--- config.mk ---
export PLATFORM = sky130hd
export DESIGN_NAME = serial_to_parallel_rx
export DESIGN_NICKNAME = d
export VERILOG_FILES = /design/src/rtl/serial_to_parallel_rx_pkg.sv /design/src/rtl/rx_lock_fsm.sv /design/src/rtl/serial_to_parallel_rx.sv
export SDC_FILE = /design/constraint.sdc
export NUM_CORES = 1
export LEC_CHECK = 0
export ABC_CLOCK_PERIOD_IN_PS = 1900
export CAP_MARGIN = 20
export CORE_MARGIN = 1
export CORE_UTILIZATION = 44
export CTS_BUF_LIST = sky130_fd_sc_hd__clkbuf_8
export DETAILED_ROUTE_END_ITERATION = 8
export GPL_ROUTABILITY_DRIVEN = 0
export GPL_TIMING_DRIVEN = 0
export HOLD_SLACK_MARGIN = 0.08
export PLACE_DENSITY = 0.66
export REMOVE_ABC_BUFFERS = 1
export SYNTH_ARGS = -nofsm -noshare
export SYNTH_HDL_FRONTEND = slang
export SYNTH_SLANG_ARGS = --single-unit
--- constraint.sdc ---
create_clock -name clk -period 1.9 [get_ports clk]
set_input_delay 0.38 -clock clk [delete_from_list [all_inputs] [get_ports clk]]
set_output_delay 0.38 -clock clk [all_outputs]
set_load 0.1 [all_outputs]
--- src/rtl/serial_to_parallel_rx_pkg.sv ---
// Shared symbols and lock-state encoding for the lane receiver.
// Optional loss-of-sync detection is enabled by RX_LOS_DETECT_EN.
`ifndef SERIAL_TO_PARALLEL_RX_PKG_SV
`define SERIAL_TO_PARALLEL_RX_PKG_SV
package serial_to_parallel_rx_pkg;

  localparam logic [7:0] COM_SYM  = 8'hBC;
  localparam logic [7:0] IDLE_SYM = 8'h7C;

  typedef enum logic [1:0] {
    SEARCH = 2'd0,
    ALIGN  = 2'd1,
    ACTIVE = 2'd2
  } rx_state_t;

endpackage
`endif

--- src/rtl/rx_lock_fsm.sv ---
// Lane lock FSM: COM alignment counting and (with RX_LOS_DETECT_EN)
// loss-of-sync supervision while ACTIVE.
module rx_lock_fsm
  import serial_to_parallel_rx_pkg::*;
#(
  parameter int BC_LOCK = 4
`ifdef RX_LOS_DETECT_EN
  ,
  parameter int LOS_LIMIT = 32
`endif
) (
  input  logic      clk,
  input  logic      reset,
  input  logic      i_boundary,
  input  logic      i_is_com,
  output rx_state_t o_state,
  output logic      o_active,
  output logic      o_sync_lost,
  output logic      o_los_hit
);

  localparam logic [3:0] LOCK = 4'(BC_LOCK);

  rx_state_t  r_state;
  rx_state_t  w_next;
  logic [3:0] r_bc_cnt;
  logic [3:0] w_bc_next;
  logic       r_active;
  logic       r_sync_lost;
  logic       w_los_hit;

`ifdef RX_LOS_DETECT_EN
  localparam logic [5:0] LOS = 6'(LOS_LIMIT);
  logic [5:0] r_los_cnt;
  logic [5:0] w_los_next;
`endif

  always_comb begin
    w_next    = r_state;
    w_bc_next = r_bc_cnt;
    w_los_hit = 1'b0;
`ifdef RX_LOS_DETECT_EN
    w_los_next = r_los_cnt;
`endif
    unique case (r_state)
      SEARCH: begin
        if (i_is_com) begin
          w_bc_next = 4'd1;
          w_next    = (LOCK == 4'd1) ? ACTIVE : ALIGN;
`ifdef RX_LOS_DETECT_EN
          w_los_next = '0;
`endif
        end
      end
      ALIGN: begin
        if (i_boundary) begin
          if (i_is_com) begin
            w_bc_next = (r_bc_cnt >= LOCK) ? LOCK
                                           : r_bc_cnt + 4'd1;
            if (r_bc_cnt + 4'd1 == LOCK)
              w_next = ACTIVE;
          end else begin
            w_next    = SEARCH;
            w_bc_next = '0;
          end
        end
      end
      ACTIVE: begin
`ifdef RX_LOS_DETECT_EN
        // COM on the limit boundary clears the count and wins
        if (i_boundary) begin
          if (i_is_com) begin
            w_los_next = '0;
          end else if (r_los_cnt + 6'd1 == LOS) begin
            w_los_hit  = 1'b1;
            w_next     = SEARCH;
            w_bc_next  = '0;
            w_los_next = '0;
          end else begin
            w_los_next = r_los_cnt + 6'd1;
          end
        end
`endif
      end
      default: begin
        w_next    = SEARCH;
        w_bc_next = '0;
      end
    endcase
  end

  always_ff @(posedge clk or negedge reset) begin
    if (!reset) begin
      r_state     <= SEARCH;
      r_bc_cnt    <= '0;
      r_active    <= 1'b0;
      r_sync_lost <= 1'b0;
`ifdef RX_LOS_DETECT_EN
      r_los_cnt   <= '0;
`endif
    end else begin
      r_state     <= w_next;
      r_bc_cnt    <= w_bc_next;
      r_active    <= (w_next == ACTIVE);
      r_sync_lost <= w_los_hit;
`ifdef RX_LOS_DETECT_EN
      r_los_cnt   <= w_los_next;
`endif
    end
  end

  assign o_state     = r_state;
  assign o_active    = r_active;
  assign o_sync_lost = r_sync_lost;
  assign o_los_hit   = w_los_hit;

endmodule

--- src/rtl/serial_to_parallel_rx.sv ---
// Serial lane receiver: COM alignment, lock, and byte deserialization.
// Optional loss-of-sync detection is enabled by RX_LOS_DETECT_EN.
module serial_to_parallel_rx
  import serial_to_parallel_rx_pkg::*;
#(
  parameter int DATA_SIZE = 8,
  parameter logic [DATA_SIZE-1:0] COM  = DATA_SIZE'(COM_SYM),
  parameter logic [DATA_SIZE-1:0] IDLE = DATA_SIZE'(IDLE_SYM),
  parameter int BC_LOCK = 4
`ifdef RX_LOS_DETECT_EN
  ,
  parameter int LOS_LIMIT = 32
`endif
) (
  input  logic                 clk,
  input  logic                 reset,
  input  logic                 data_in,
  output logic [DATA_SIZE-1:0] data_out,
  output logic                 valid_out,
  output logic                 byte_stb,
  output logic                 active,
  output logic                 sync_lost
);

  // Only the newest DATA_SIZE-1 bits are needed; data_in completes the symbol
  logic [DATA_SIZE-2:0] r_sr;
  logic [2:0]           r_bit_cnt;
  logic [DATA_SIZE-1:0] r_data;
  logic                 r_valid;
  logic                 r_stb;

  logic [DATA_SIZE-1:0] w_cand;
  logic                 w_is_com;
  logic                 w_is_idle;
  logic                 w_boundary;
  logic                 w_realign;
  logic                 w_fwd;
  logic                 w_los_hit;
  rx_state_t            w_state;

  assign w_cand     = {r_sr, data_in};
  assign w_is_com   = (w_cand == COM);
  assign w_is_idle  = (w_cand == IDLE);
  assign w_boundary = (r_bit_cnt == 3'd7) && (w_state != SEARCH);
  assign w_realign  = (w_state == SEARCH) && w_is_com;
  assign w_fwd      = (w_state == ACTIVE) && !w_is_com
                   && !w_is_idle && !w_los_hit;

  rx_lock_fsm #(
    .BC_LOCK   (BC_LOCK)
`ifdef RX_LOS_DETECT_EN
    ,
    .LOS_LIMIT (LOS_LIMIT)
`endif
  ) u_lock (
    .clk         (clk),
    .reset       (reset),
    .i_boundary  (w_boundary),
    .i_is_com    (w_is_com),
    .o_state     (w_state),
    .o_active    (active),
    .o_sync_lost (sync_lost),
    .o_los_hit   (w_los_hit)
  );

  always_ff @(posedge clk or negedge reset) begin
    if (!reset) begin
      r_sr      <= '0;
      r_bit_cnt <= '0;
      r_data    <= '0;
      r_valid   <= 1'b0;
      r_stb     <= 1'b0;
    end else begin
      r_sr      <= w_cand[DATA_SIZE-2:0];
      r_bit_cnt <= w_realign ? 3'd0 : r_bit_cnt + 3'd1;
      r_stb     <= w_boundary;
      if (w_boundary) begin
        if (w_fwd) begin
          r_data  <= w_cand;
          r_valid <= 1'b1;
        end else begin
          r_valid <= 1'b0;
        end
      end
    end
  end

  assign data_out  = r_data;
  assign valid_out = r_valid;
  assign byte_stb  = r_stb;

endmodule

==> results.yml <==
status:
  status: "finished, final reports clean"
global_route:
  antenna_found_initial: 0
  grt_pass1_vias: 733
  grt_overflow: 0
  grt_max_degree: 19
  grt_pass1_wl_um: 3530
  grt.total_usage: 0.185
route:
  wire_per_inst_um: 15.1
  firstDrtPassIters: 4
  drc: 0
  ant_nets: 0
  wl_um: 2130
  via_per_inst: 5.65
  drt_iter0_drc: 12
  vias: 796
clock_tree:
  cts_sinks: 27
  root_buffer: "clkbuf_8"
  numCtsBuffers: 3
  cts_hold_buf: 0
  clk_latency_ns: 0.28
  path_clk_slew_ns: 0.10
  cts_tree: "yes"
  clockBufferDepth: 2
  htreeDepth: 1
yosys:
  ys_seq_elements: 27
  synth.cell_area_um2: 1110
  yosysUniqueCellTypes: 34
  syn_area_per_cell_um2: 11.5
  synth_flop_cell: "dfrtp_1"
  synth.top_cells.by_count: "dfrtp_1 (27), nor2_1 (10), inv_1 (6)"
  synth_top_area_frac: 0.608
  synth.most_common_cell: "dfrtp_1"
  synth_edf_count: 0
  synth-seq-area-share: 0.608
  synthArstFlopShare: 1.00
  yosys.area.top_type: "dfrtp_1"
  synth_cells: 97
  yosysWarnings: 0
  yosys-top-cells-area: "dfrtp_1 (61%), ha_1 (3.4%), nor2_1 (3.4%), o21ai_0 (2.3%), inv_1 (2.0%)"
power_and_ir_drop:
  ir_worst_vdd_mv: 0.664
  cellLeakagePower_nw: 0.627
  power_mw: 1.28
  power_density_nw_per_um2: 929
critical_path:
  worstSetupPathType: "reg -> out"
  worstPathCellList: "clkdlybuf4s15_1"
  cp_data_arrival_time_ns: 1.47
  crit_family: "buffers and inverters"
  cp-start-kind: "flop"
  critPathMaxStageDelay_ns: 0.83
  path_buf_inv: 1
  worstPathRequired_ns: 1.52
  cp-end-kind: "output port"
  worst_path_max_delay_cell: "clkdlybuf4s15_1"
  critPathMaxFanout: 2
sta:
  fin_ws_ns: 0.0532
  fin_setup_tns_ns: 0
  hold_viol_final: 0
  drv_slew: 0
  timing.fmax_mhz: 541
  fin_crit_ns: 1.85
  skew_ns: 0.00901
  tightest_slew_ns: 0.956
  finalCritPeriodShare: 0.972
  max_slew_margin: 0.365
  rsz0062_at_grt: "false"
  setup_violations: 0
layout:
  final_nets: 120
  diodes: 0
  synthToLayoutAreaGrowth_pct: 24.0
  fillerInstances: 197
  drive_above_1_share: 0.159
  stdcell_count: 141
placement:
  post-dp-hpwl_um: 1480
  port_buffers: 13
  dp_cells: 136
  pre_cts_ws_ns: -0.284
die:
  start_util: 0.484
  core_um2: 2300
  die_area_um2: 2730
  row_count: 17
  io_pins: 15
  fp.dieH_um: 52.3
  die_w_um: 52.3
run:
  drv_cap: 0
worst_hold_path:
  hold_path.class: "in -> reg"
## path summary, 6_finish.rpt
check / endpoint / startpoint / cells after the start / slack (ns)
setup / recovery: data_out[5] / data_out[5]$_DFFE_PN0P_ / 1 / 0.05
hold / removal: r_sr[0]$_DFF_PN0_ / data_in / 1 / 0.36
setup reg to reg: u_lock.r_bc_cnt[3]$_DFFE_PN0P_ / r_sr[5]$_DFF_PN0_ / 3 / 0.06
hold reg to reg: r_sr[5]$_DFF_PN0_ / r_sr[4]$_DFF_PN0_ / 0 / 0.41
max in group asynchronous: data_out[0]$_DFFE_PN0P_ / reset / 2 / 0.95
min in group asynchronous: u_lock.r_bc_cnt[3]$_DFFE_PN0P_ / reset / 1 / 0.46
## routing by layer
| metal | routed length [um] | up-vias | GRT usage | part of all wire |
|---|---|---|---|---|
| met5 | 0 | - | 0 | 0 |
| met4 | 42 | 0 | 0.0921 | 0.020 |
| met3 | 68 | 4 | 0.0348 | 0.032 |
| met2 | 1020 | 15 | 0.288 | 0.48 |
| met1 | 995 | 406 | 0.247 | 0.47 |
| li1 | - | 371 | - | - |
## registers in the layout, summed over array words and instances (netlist names)
signal           flops
u_lock.r_bc_cnt      4
r_bit_cnt            3
u_lock.o_active      1
data_out             8
byte_stb             1
u_lock.o_state       2
valid_out            1
r_sr                 7
## repair_timing
item,CTS,global route
pin swaps,0,0
gates resized for setup,15,16
endpoints found under the setup margin,17,17
buffers inserted,0,1
## power breakdown
group          total [mW]  switching, mW  leakage [nW]  internal (mW)
Sequential          0.669         0.0398         0.342          0.629
Combinational       0.270          0.203         0.259         0.0671
Clock               0.340          0.186        0.0261          0.154
Total                1.28          0.429         0.627          0.850
## area by class of cell
class                   count  area, um^2  share of cell area
well taps                  28        35.0              0.0254
multi-input cells          61         439               0.319
flip-flops and latches     27         676               0.490
clock buffers               3        41.3              0.0300
clock inverters             1        8.76             0.00636
inverters                   6        22.5              0.0163
repair buffers             15         155               0.113
## cells in the final DEF, fill, tap and decap left out, drive strengths merged, types with 5 or more instances in the layout
master         instances
clkdlybuf4s15          7
nor2                  11
inv                    7
o21ai                  6
dfrtp                 27
clkbuf                 5
nand2                  5
## logic make-up after synthesis
| logic type | Yosys count | synth area share |
|---|---|---|
| muxes | 3 | 0.0304 |
| other | 1 | 0.00338 |
| buffers and inverters | 9 | 0.0338 |
| DFF | 27 | 0.608 |
| and+or+nand+nor | 31 | 0.146 |
| AOI/OAI and AO/OA | 22 | 0.136 |
| xor gates and xnor gates | 1 | 0.00788 |
| adders and majority gates | 3 | 0.0338 |
## stage by stage
stage          utilization  area, um^2  hold slack (ns)
6_report             0.600        1380            0.356
5_1_grt              0.600        1380            0.346
3_3_place_gp         0.549        1260            0.390
4_1_cts              0.583        1340            0.413
2_1_floorplan            -        1100           0.0844
3_5_place_dp         0.561        1290            0.390
Note: power is estimated with default switching activity, not from simulation.
